`src/rtl/interboard_rx_link.sv`:
```
// Receive side of the inter-board Request/Ack link: synchronises Request_in, acks each
// 6-bit word with a four-phase handshake and reassembles two-word frames into messages.
module interboard_rx_link #(
    parameter int unsigned SYNC_STAGES    = 2,
    parameter int unsigned TIMEOUT_CYCLES = 1_000_000,
    parameter logic [2:0]  RST_MSG_TYPE   = 3'd7
) (
    input  logic       clk,
    input  logic       rst,
    input  logic       Request_in,
    input  logic [5:0] inter_data_in,
    output logic       Ack_out,
    output logic       interboard_en,
    output logic [2:0] interboard_msg_type,
    output logic [4:0] interboard_number,
    output logic       interboard_rst,
    output logic       frame_err,
    output logic       busy
);

    localparam int unsigned    CW       = $clog2(TIMEOUT_CYCLES + 1);
    localparam logic [CW-1:0]  TMO_LAST = CW'(TIMEOUT_CYCLES - 1);

    typedef enum logic [1:0] {
        S_IDLE,
        S_ACK,
        S_WAIT_W1
    } state_t;

    state_t               state_q, state_d;
    logic [SYNC_STAGES-1:0] sync_q;
    logic                 req_s;
    logic                 ack_q, ack_d;
    logic                 have_w0_q, have_w0_d;
    logic [2:0]           w0_type_q, w0_type_d;
    logic [1:0]           w0_nhi_q, w0_nhi_d;
    logic [2:0]           msg_type_q, msg_type_d;
    logic [4:0]           number_q, number_d;
    logic                 en_q, en_d;
    logic                 irst_q, irst_d;
    logic                 ferr_q, ferr_d;
    logic [CW-1:0]        cnt_q, cnt_d;

    assign req_s = sync_q[SYNC_STAGES-1];

    always_ff @(posedge clk or negedge rst) begin
        if (!rst) begin
            sync_q     <= '0;
            state_q    <= S_IDLE;
            ack_q      <= 1'b0;
            have_w0_q  <= 1'b0;
            w0_type_q  <= '0;
            w0_nhi_q   <= '0;
            msg_type_q <= '0;
            number_q   <= '0;
            en_q       <= 1'b0;
            irst_q     <= 1'b0;
            ferr_q     <= 1'b0;
            cnt_q      <= '0;
        end else begin
            sync_q     <= {sync_q[SYNC_STAGES-2:0], Request_in};
            state_q    <= state_d;
            ack_q      <= ack_d;
            have_w0_q  <= have_w0_d;
            w0_type_q  <= w0_type_d;
            w0_nhi_q   <= w0_nhi_d;
            msg_type_q <= msg_type_d;
            number_q   <= number_d;
            en_q       <= en_d;
            irst_q     <= irst_d;
            ferr_q     <= ferr_d;
            cnt_q      <= cnt_d;
        end
    end

    always_comb begin
        state_d    = state_q;
        ack_d      = ack_q;
        have_w0_d  = have_w0_q;
        w0_type_d  = w0_type_q;
        w0_nhi_d   = w0_nhi_q;
        msg_type_d = msg_type_q;
        number_d   = number_q;
        en_d       = 1'b0;
        irst_d     = 1'b0;
        ferr_d     = 1'b0;

        case (state_q)
            S_IDLE: begin
                if (req_s) begin
                    ack_d   = 1'b1;
                    state_d = S_ACK;
                    if (!inter_data_in[5]) begin
                        w0_type_d = inter_data_in[4:2];
                        w0_nhi_d  = inter_data_in[1:0];
                        have_w0_d = 1'b1;
                    end else begin
                        ferr_d    = 1'b1;
                        have_w0_d = 1'b0;
                    end
                end
            end
            S_WAIT_W1: begin
                if (req_s) begin
                    ack_d   = 1'b1;
                    state_d = S_ACK;
                    if (inter_data_in[5]) begin
                        msg_type_d = w0_type_q;
                        number_d   = {w0_nhi_q, inter_data_in[2:0]};
                        en_d       = 1'b1;
                        irst_d     = (w0_type_q == RST_MSG_TYPE);
                        have_w0_d  = 1'b0;
                    end else begin
                        // a fresh word0 here restarts the frame rather than being dropped
                        ferr_d    = 1'b1;
                        w0_type_d = inter_data_in[4:2];
                        w0_nhi_d  = inter_data_in[1:0];
                        have_w0_d = 1'b1;
                    end
                end else if (cnt_q == TMO_LAST) begin
                    ferr_d    = 1'b1;
                    have_w0_d = 1'b0;
                    state_d   = S_IDLE;
                end
            end
            S_ACK: begin
                if (!req_s) begin
                    ack_d   = 1'b0;
                    state_d = have_w0_q ? S_WAIT_W1 : S_IDLE;
                end
            end
            default: state_d = S_IDLE;
        endcase

        cnt_d = (state_q == S_WAIT_W1 && state_d == S_WAIT_W1) ? cnt_q + 1'b1 : '0;
    end

    assign Ack_out             = ack_q;
    assign interboard_en       = en_q;
    assign interboard_msg_type = msg_type_q;
    assign interboard_number   = number_q;
    assign interboard_rst      = irst_q;
    assign frame_err           = ferr_q;
    assign busy                = (state_q != S_IDLE) | ack_q;

endmodule

```
`config.mk`:
```
export PLATFORM = sky130hd
export DESIGN_NAME = interboard_rx_link
export DESIGN_NICKNAME = d
export VERILOG_FILES = /design/src/rtl/interboard_rx_link.sv
export SDC_FILE = /design/constraint.sdc
export NUM_CORES = 1
export LEC_CHECK = 0
export BUFFER_PORTS_ARGS = -buffer_cell sky130_fd_sc_hd__buf_2
export CORE_MARGIN = 2
export CORE_UTILIZATION = 55
export DETAILED_ROUTE_END_ITERATION = 7
export PLACE_DENSITY_LB_ADDON = 0.2
export SYNTH_ARGS = -nofsm -noshare
export SYNTH_HDL_FRONTEND = slang
export SYNTH_SLANG_ARGS = --single-unit
```
`constraint.sdc`:
```
create_clock -name clk -period 2.1 [get_ports clk]
set_input_delay 0.105 -clock clk [delete_from_list [all_inputs] [get_ports clk]]
set_output_delay 0.105 -clock clk [all_outputs]
set_load 0.005 [all_outputs]
```
==> flow_metrics.tcl <==
set metrics [dict create \
    relSlewSlack_pct 39.55 \
    yosysTopAreaCellShare_pct 58.05 \
    outcome "finished, final reports clean" \
    synth_common_cells "dfrtp_1 (42), nor2_1 (15), a21oi_1 (13), mux2_2 (13)" \
    worstSetupStartpointType "flip-flop" \
    worstPathMaxFanout 6 \
    drv_cap 0 \
    dr.pass1.iters 4 \
    rsz0062_at_grt "yes" \
    cts-root-buf "clkbuf_4" \
    cp_top_family "simple AND/OR/NAND/NOR gates" \
    ant_nets 0 \
    critPathSlowestCell "or4_1" \
    grt_max_degree 43 \
    drive_gt1_share_pct 28.57 \
    finalCritPeriodShare_pct 98.46 \
    h-tree-depth 2 \
    yosysSeqAreaShare_pct 58.05 \
    finClkSkew_ns 0.01191 \
    clock_sinks 42 \
    grt_pass1_vias 1252 \
    p_leak_uw 0.0009431 \
    cts_tree "built" \
    endpoint_kind "flip-flop" \
    yosys.cell_types.count 25 \
    via_per_inst 5.429 \
    ys_ff_latch 42 \
    post-cts-setup-buffers 0 \
    ys_async_sr_fraction_pct 100.0 \
    synthesis.instances 164 \
    fin_crit_ns 2.068 \
    synth_area_leader_cell "dfrtp_1" \
    detailed_place_hpwl_mm 2.295 \
    hp-class "in2reg" \
    clockBufferDepth 2 \
    fmax_mhz 483.6 \
    synth_nets 174 \
    avgRoutedWirePerCell_um 13.88 \
    slew_viol_final 0 \
    yosys_warnings 0 \
    syn_avg_cell_area_um2 11.04 \
    ys.flop_type "dfrtp_1" \
    rows 20 \
    path_buf_inv 1 \
    p_per_area_mw_per_mm2 732.3 \
    grt_usage_pct 20.23 \
    setup_viol 0 \
    worstPathArrival_ns 2.32 \
    fin_nets 212 \
    min_path_cells 4 \
    synth.most_common_cell "dfrtp_1" \
    clkTransAtPathRegs_ns 0.12 \
    syn2layout_area_growth_pct 19.28 \
    holdWs_ns 0.1461 \
    clk_latency_ns 0.36 \
    mappedNetlistArea_mm2 0.001810 \
    cp.required_ns 2.35 \
    die_w_um 61.38 \
    reg2regPathDepth 5 \
    drc 0 \
    io_pins 22 \
    antenna_found_initial 0 \
    num-fill-cells 264 \
    grt_pass1_wl_mm 5.478 \
    cp.depth 5 \
    gr-total-overflow 0 \
    peakVddDrop_v 0.0006151 \
    initial_core_util_pct 58.35 \
    cts_buffers 5 \
    path_class "reg2reg" \
    die_h_um 61.38 \
    core_area_mm2 0.003103 \
    place_congestion 0.8015 \
    synthTopCellsByArea "dfrtp_1 (58%), mux2_2 (8.1%), a21oi_1 (3.6%)" \
    worstMarginPinSlew_ns 0.9067 \
    postLayoutCellArea_mm2 0.002160 \
    drt_wl_total_mm 3.429 \
    path_cells "or4_1 > or4_4 > o211ai_1 > buf_4 > a21oi_2" \
    tns_ns 0 \
    hold_viol 0 \
    cp_slowest_stage_delay_ns 0.53 \
    worst_slack_ns 0.03229 \
    synth_edf_count 0 \
    antennaDiodeCount 0 \
    pre_cts_slack_ns 0.07573 \
    drt-initial-drc-count 68 \
    num_vias 1341 \
    postPlaceCellArea_mm2 0.002001 \
    fp.dieArea_mm2 0.003767 \
    portBuffers 21 \
]
-- final timing paths --
kind | start | to | slack, ns
max | cnt_q[8]$_DFF_PN0_ | cnt_q[15]$_DFF_PN0_ | 0.03
min | inter_data_in[5] | frame_err$_DFF_PN0_ | 0.15
max reg2reg | cnt_q[8]$_DFF_PN0_ | cnt_q[15]$_DFF_PN0_ | 0.03
min reg2reg | sync_q[0]$_DFF_PN0_ | sync_q[1]$_DFF_PN0_ | 0.36
max in group asynchronous | rst | interboard_number[1]$_DFFE_PN0P_ | 1.14
min in group asynchronous | rst | frame_err$_DFF_PN0_ | 0.40
-- stage by stage --
| stage | utilization [%] | power (uW) | cells |
|---|---|---|---|
| 2_1_floorplan | - | 1061 | 164 |
| 3_3_place_gp | 64.48 | 1159 | 231 |
| 3_5_place_dp | 64.48 | 1174 | 231 |
| 4_1_cts | 68.67 | 1594 | 246 |
| 5_1_grt | 69.60 | 1665 | 247 |
| 6_report | 69.60 | 1582 | 247 |
-- routing by layer --
| layer | GRT usage [%] | up-vias | wire length, um |
|---|---|---|---|
| met4 | 8.511 | 0 | 57 |
| met1 | 27.32 | 660 | 1580 |
| met3 | 5.672 | 5 | 117 |
| met5 | 0 | - | 0 |
| li1 | - | 656 | - |
| met2 | 31.00 | 20 | 1674 |
-- timing repair --
action,4_1_cts,5_1_grt
endpoints found under the hold margin,49,0
gates resized for setup,0,8
endpoints found under the setup margin,0,13
hold buffers,7,0
-- cells by family after synthesis --
kind of cell	count (synthesis)	synth area share, %
AO/OA/AOI/OAI	26	7.810
adder cells (fa/ha/maj)	1	0.6910
buffers and inverters	12	2.695
XOR/XNOR	11	5.321
multiplexers	13	8.086
flip-flops	42	58.05
AND/OR/NAND/NOR	59	17.35
-- tightest hold or removal path, cell delays in order --
cell and delay (ns):
buf_2 0.11, xnor2_1 0.11, a21oi_1 0.06, o21a_1 0.09
-- where the power goes --
part | internal [uW] | switching, uW
logic | 127 | 89.8
registers | 897 | 52.1
clock network | 162 | 254
total | 1190 | 395
-- area by class of cell --
cell class	instances	area, um^2	area share, %
Sequential cell	42	1051	48.67
Multi-Input combinational cell	110	732.0	33.89
Timing Repair Buffer	36	235.2	10.89
Clock buffer	7	55.05	2.549
Tap cell	44	55.05	2.549
Inverter	7	26.28	1.217
Clock inverter	1	5.005	0.2317
-- cells in the final DEF (no fill, tap or decap), types with 2 or more instances in the layout --
master,instances
a21oi_1,9
buf_4,8
xor2_1,5
or3_1,8
dfrtp_1,42
inv_1,7
nand2_1,9
a21oi_2,5
dlygate4sd3_1,7
nand4_1,5
or4_4,2
or4_1,3
o21ai_0,9
nor2_1,14
clkbuf_4,5
xnor2_1,6
nor3_1,4
mux2_2,13
nand3_1,9
and4_1,2
buf_2,21
-- registers in the layout, summed over array words and instances, names as in the netlist, 2 cells and up --
name and flops:
cnt_q 20, interboard_msg_type 3, interboard_number 5, state_q 2, sync_q 2, w0_nhi_q 2, w0_type_q 3
No activity file was read; power rests on OpenSTA's default activity.
